===== src/rtl/mips32r2_tlb_ctrl_pkg.sv =====
// Shared MIPS32r2 TLB types: entry image, CP0 TLB op codes and index-width helper.
package mips32r2_tlb_ctrl_pkg;

    localparam int unsigned TLB_NUM_ENTRIES = 64;

    typedef struct packed {
        logic [15:0] mask;
        logic [18:0] vpn2;
        logic        g;
        logic [7:0]  asid;
        logic [19:0] pfn0;
        logic [2:0]  c0;
        logic        d0;
        logic        v0;
        logic [19:0] pfn1;
        logic [2:0]  c1;
        logic        d1;
        logic        v1;
    } tlb_entry_t;

    typedef enum logic [1:0] {
        TLBP  = 2'd0,
        TLBR  = 2'd1,
        TLBWI = 2'd2,
        TLBWR = 2'd3
    } tlb_op_t;

    function automatic int unsigned tlb_iw(input int unsigned n);
        return (n <= 1) ? 1 : $clog2(n);
    endfunction

endpackage


===== src/rtl/mips32r2_tlb_ctrl_random.sv =====
// CP0 Random register: counts down from NUM_ENTRIES-1 to Wired, then wraps.
module mips32r2_tlb_random
    import mips32r2_tlb_ctrl_pkg::*;
#(
    parameter  int unsigned NUM_ENTRIES = TLB_NUM_ENTRIES,
    localparam int unsigned IW          = tlb_iw(NUM_ENTRIES)
) (
    input  logic          clock,
    input  logic          reset,
    input  logic [IW-1:0] cp0_wired,
    input  logic          wired_write,
    output logic [IW-1:0] random
);

    localparam logic [IW-1:0] TOP = IW'(NUM_ENTRIES - 1);

    always_ff @(posedge clock or negedge reset) begin
        if (!reset) begin
            random <= TOP;
        end else if (wired_write || (cp0_wired >= TOP) || (random <= cp0_wired)) begin
            random <= TOP;
        end else begin
            random <= random - 1'b1;
        end
    end

endmodule


===== src/rtl/mips32r2_tlb_ctrl.sv =====
// TLB instruction sequencer: maps TLBP/TLBR/TLBWI/TLBWR onto the TLB probe/read/write ports.
module mips32r2_tlb_ctrl
    import mips32r2_tlb_ctrl_pkg::*;
#(
    parameter  int unsigned NUM_ENTRIES = TLB_NUM_ENTRIES,
    localparam int unsigned IW          = tlb_iw(NUM_ENTRIES)
) (
    input  logic          clock,
    input  logic          reset,
    input  logic          cmd_valid,
    input  logic [1:0]    cmd_op,
    output logic          cmd_ready,
    input  logic [IW-1:0] cp0_index,
    input  logic [IW-1:0] cp0_wired,
    input  logic          wired_write,
    input  logic [18:0]   cp0_vpn2,
    input  logic [7:0]    cp0_asid,
    input  tlb_entry_t    cp0_entry,
    output logic [IW-1:0] random,
    output logic          done,
    output logic [1:0]    done_op,
    output logic [IW-1:0] res_index,
    output logic          res_probe_fail,
    output tlb_entry_t    res_entry,
    output logic [IW-1:0] tlb_r_index,
    input  logic          tlb_r_ready,
    input  tlb_entry_t    tlb_r_resp,
    output logic          tlb_w_valid,
    output logic [IW-1:0] tlb_w_index,
    output tlb_entry_t    tlb_w_data,
    input  logic          tlb_w_ready,
    output logic          tlb_p_valid,
    output logic [18:0]   tlb_p_ivpn2,
    output logic [7:0]    tlb_p_iasid,
    input  logic          tlb_p_ready,
    input  logic [IW-1:0] tlb_p_index,
    input  logic          tlb_p_miss
);

    typedef enum logic [1:0] {IDLE, PROBE, READ, WRITE} state_t;

    state_t  state, next_state;
    tlb_op_t op_q;
    logic    accept, complete;

    mips32r2_tlb_random #(.NUM_ENTRIES(NUM_ENTRIES)) u_random (
        .clock       (clock),
        .reset       (reset),
        .cp0_wired   (cp0_wired),
        .wired_write (wired_write),
        .random      (random)
    );

    always_ff @(posedge clock or negedge reset) begin
        if (!reset) state <= IDLE;
        else        state <= next_state;
    end

    always_comb begin
        next_state  = state;
        cmd_ready   = 1'b0;
        tlb_p_valid = 1'b0;
        tlb_w_valid = 1'b0;
        accept      = 1'b0;
        complete    = 1'b0;
        unique case (state)
            IDLE: begin
                cmd_ready = 1'b1;
                if (cmd_valid) begin
                    accept = 1'b1;
                    unique case (tlb_op_t'(cmd_op))
                        TLBP:    next_state = PROBE;
                        TLBR:    next_state = READ;
                        default: next_state = WRITE;
                    endcase
                end
            end
            PROBE: begin
                tlb_p_valid = 1'b1;
                complete    = tlb_p_ready;
            end
            READ:    complete = tlb_r_ready;
            WRITE: begin
                tlb_w_valid = 1'b1;
                complete    = tlb_w_ready;
            end
            default: next_state = IDLE;
        endcase
        if (complete) next_state = IDLE;
    end

    // Request fields are captured only at acceptance so they stay stable while the TLB stalls.
    always_ff @(posedge clock or negedge reset) begin
        if (!reset) begin
            op_q           <= TLBP;
            tlb_r_index    <= '0;
            tlb_w_index    <= '0;
            tlb_w_data     <= '0;
            tlb_p_ivpn2    <= '0;
            tlb_p_iasid    <= '0;
            done           <= 1'b0;
            done_op        <= '0;
            res_index      <= '0;
            res_probe_fail <= 1'b0;
            res_entry      <= '0;
        end else begin
            done <= complete;
            if (accept) begin
                op_q        <= tlb_op_t'(cmd_op);
                tlb_r_index <= cp0_index;
                tlb_w_index <= (tlb_op_t'(cmd_op) == TLBWR) ? random : cp0_index;
                tlb_w_data  <= cp0_entry;
                tlb_p_ivpn2 <= cp0_vpn2;
                tlb_p_iasid <= cp0_asid;
            end
            if (complete) begin
                done_op <= op_q;
                if (state == PROBE) begin
                    res_probe_fail <= tlb_p_miss;
                    res_index      <= tlb_p_miss ? '0 : tlb_p_index;
                end
                if (state == READ) res_entry <= tlb_r_resp;
            end
        end
    end

endmodule

===== config.mk =====
export PLATFORM = sky130hd
export DESIGN_NAME = mips32r2_tlb_ctrl
export DESIGN_NICKNAME = d
export VERILOG_FILES = /design/src/rtl/mips32r2_tlb_ctrl_pkg.sv /design/src/rtl/mips32r2_tlb_ctrl_random.sv /design/src/rtl/mips32r2_tlb_ctrl.sv
export SDC_FILE = /design/constraint.sdc
export NUM_CORES = 1
export LEC_CHECK = 0
export BUFFER_PORTS_ARGS = -buffer_cell sky130_fd_sc_hd__buf_2
export CAP_MARGIN = 0
export CORE_AREA = 4 4 186 188
export DETAILED_ROUTE_END_ITERATION = 12
export DIE_AREA = 0 0 190 192
export SYNTH_ARGS = -nofsm -noshare
export SYNTH_HDL_FRONTEND = slang
export SYNTH_SLANG_ARGS = --single-unit

===== constraint.sdc =====
create_clock -name clock -period 3.45 [get_ports clock]
set_input_delay 0.5175 -clock clock [delete_from_list [all_inputs] [get_ports clock]]
set_output_delay 0.5175 -clock clock [all_outputs]
set_load 0.01 [all_outputs]

==> flow_summary.ini <==
[outcome]
status = completed

[placed_design]
port_buffers = 488
dp_hpwl_mm = 20.9
gp_congestion = 0.781

[layout]
layout-drive-gt1-share = 0.694
nNetsFinal = 1348
area_delta_synth_final_pct = 39.5
fin_util = 0.411
n_antenna_cell = 0

[cts]
numCtsBuffers = 28
cts.clk_slew.worst_paths_ns = 0.06
cts_hold_buf = 1
clock_latency_ns = 0.53
root_buffer = clkbuf_16
cts_tree = built
cts_buffer_depth = 3
htree_levels = 1
cts_setup_buffers = 0
numClockSinks = 247
cts_resized = 0

[logic_synthesis]
synth_nets = 843
synth-adder-area-share = 0.00897
syn_area_um2 = 9760
synth_seq_cells = 247
netlist_instances = 593
ys_warn_count = 0
ys.flop_type = dfrtp_1
synth_edf_count = 0
seq_area_frac_synth = 0.634
synth_xor_area_frac = 0.00359
synth-simple-area-share = 0.0229
synth_area_per_cell_um2 = 16.5
synthArstFlopShare = 1.00
synth_top_family_by_area = multiplexers
yosysUniqueCellTypes = 30
synth_compound_area_frac = 0.0122
synth_mux_area_frac = 0.288

[routing]
drc = 0
via_per_inst = 4.28
vias = 6714
wire_per_inst_um = 17.5
first_pass_iters = 4
ant_nets = 0
finalWirelength_mm = 27.5
drt-initial-drc-count = 142

[global_route]
grt_util_met2 = 0.244
antenna_found_initial = 0
grt_first_pass_wirelength_mm = 40.5
met3_usage = 0.0349
grt_usage = 0.139
grt_max_degree = 74
overflow = 0
busiest_layer = met2
met1_usage = 0.174
grt_pass1_vias = 6984

[pwr]
p_leak_nw = 6.77
total_power_mw = 13.1
max-vdd-ir-drop_v = 0.000475
power.density_nw_per_um2 = 965

[hold_path]
min-delay-path-class = input pin to flip-flop

[setup_path]
critPathMaxFanout = 59
critPathCaptureType = flip-flop
r2r_slack_ns = 1.38
crit_type = flip-flop to flip-flop
crit_path_start_kind = flip-flop
crit_arrival_ns = 2.48
required_ns = 3.86

[floorplanning]
num_io_pins = 489
rows = 67
die_h_um = 192
die-width_um = 190
start_util = 0.295
core_area_um2 = 33100
die_area_um2 = 36500

[sta]
rsz0062_at_grt = no
hold_viol_final = 0
worstMarginPinSlew_ns = 0.808
period_share = 0.601
finalCriticalPeriod_ns = 2.07
slew_headroom = 0.458
setup_viol = 0
setup-tns-final_ns = 0
skew_ns = 0.0228
drv_slew = 0
fmax_mhz = 483

[job]
drv_cap = 0
==> metrics by stage <==
stage | cell area, um^2 | setup slack, ns | hold WS [ns] | cells
final | 13600 | 1.38 | 0.204 | 1568
after global routing | 13600 | 1.24 | 0.178 | 1568
after CTS | 13600 | 1.35 | 0.171 | 1568
after detailed placement | 12700 | 1.33 | 0.467 | 1515
after global placement | 12700 | 1.38 | 0.459 | 1515
after floorplan | 9760 | 1.73 | 0.222 | 593
==> synth_stat cells, types with 3 or more instances <==
master | n | area share
mux2_2 | 170 | 0.20
dfstp_2 | 6 | 0.016
o21ai_0 | 9 | 0.0046
nand3_1 | 8 | 0.0041
buf_2 | 7 | 0.0036
mux2i_1 | 6 | 0.0062
buf_4 | 11 | 0.0085
ha_1 | 7 | 0.0090
mux2_4 | 56 | 0.086
xnor2_1 | 3 | 0.0027
buf_12 | 5 | 0.010
dfrtp_1 | 241 | 0.62
inv_1 | 8 | 0.0031
nand2b_1 | 7 | 0.0045
nand2_1 | 13 | 0.0050
nor2_1 | 9 | 0.0035
a21oi_1 | 10 | 0.0051
==> area by class of cell <==
| cell class | count | area, um^2 |
|---|---|---|
| tap | 448 | 561 |
| clock inverter | 5 | 77.6 |
| fill | 3176 | 19500 |
| timing repair buffer | 502 | 2610 |
| multi-input combinational | 311 | 3290 |
| sequential | 247 | 6190 |
| inverter | 8 | 30.0 |
| clock buffer | 47 | 863 |
==> where the power goes <==
| part | internal [mW] | leakage, nW | switching (mW) | total [mW] |
|---|---|---|---|---|
| clock | 1.84 | 0.457 | 1.15 | 2.99 |
| sequential | 4.35 | 2.91 | 0.738 | 5.08 |
| combinational | 2.69 | 3.41 | 2.38 | 5.06 |
| total | 8.87 | 6.77 | 4.26 | 13.1 |
==> cells in the final DEF (no fill, tap or decap), types with 3 or more instances in the layout <==
master,Yosys,routed
dfrtp_1,241,241
inv_1,8,8
mux2_2,170,170
nand2_1,13,12
xnor2_1,3,3
mux2i_1,6,6
clkbuf_8,0,7
clkbuf_16,0,29
o21ai_0,9,9
a21oi_1,10,10
clkbuf_1,1,11
buf_4,11,9
ha_1,7,7
nor2_1,9,9
mux2_4,56,56
nand2b_1,7,7
buf_12,5,4
buf_2,7,487
nand3_1,8,8
dfstp_2,6,6
==> worst max-delay path, stage by stage (launching register included) <==
cell     delay (ns)
dfrtp_1        0.46
nor2_2         0.16
and2_4         0.46
buf_12         0.38
mux2_2         0.39
==> kinds of logic (layout without fill, tap and decap cells) <==
kind of cell / Yosys count / count (layout)
DFF: 247 / 247
adders and majority gates: 7 / 7
and+or+nand+nor: 46 / 46
xor gates and xnor gates: 4 / 4
AOI/OAI and AO/OA: 22 / 22
muxes: 232 / 232
buffers and inverters: 35 / 562
==> flip-flops by register name, summed over array words and instances (netlist names) <==
name             count
tlb_r_index          6
res_index            6
res_probe_fail       1
res_entry           94
tlb_p_ivpn2         19
done                 1
u_random.random      6
tlb_w_index          6
tlb_p_iasid          8
state                2
op_q                 2
done_op              2
tlb_w_data          94
==> routing by layer <==
layer,part of all wire,vias up
met5,0,-
met1,0.40,3345
met4,0.018,0
met3,0.070,35
li1,-,3085
met2,0.51,249
==> final timing paths <==
| kind | from | to | cells after the start |
|---|---|---|---|
| worst max-delay path | state[1] | tlb_w_data[19] | 4 |
| worst min-delay path | tlb_r_resp[48] | res_entry[48] | 2 |
| worst max register to register | state[1] | tlb_w_data[19] | 4 |
| worst min register to register | res_index[1] | res_index[1] | 2 |
| max in group asynchronous | reset | u_random.random[2] | 3 |
| min in group asynchronous | reset | tlb_w_data[43] | 2 |
(Power assumes the default switching activity.)
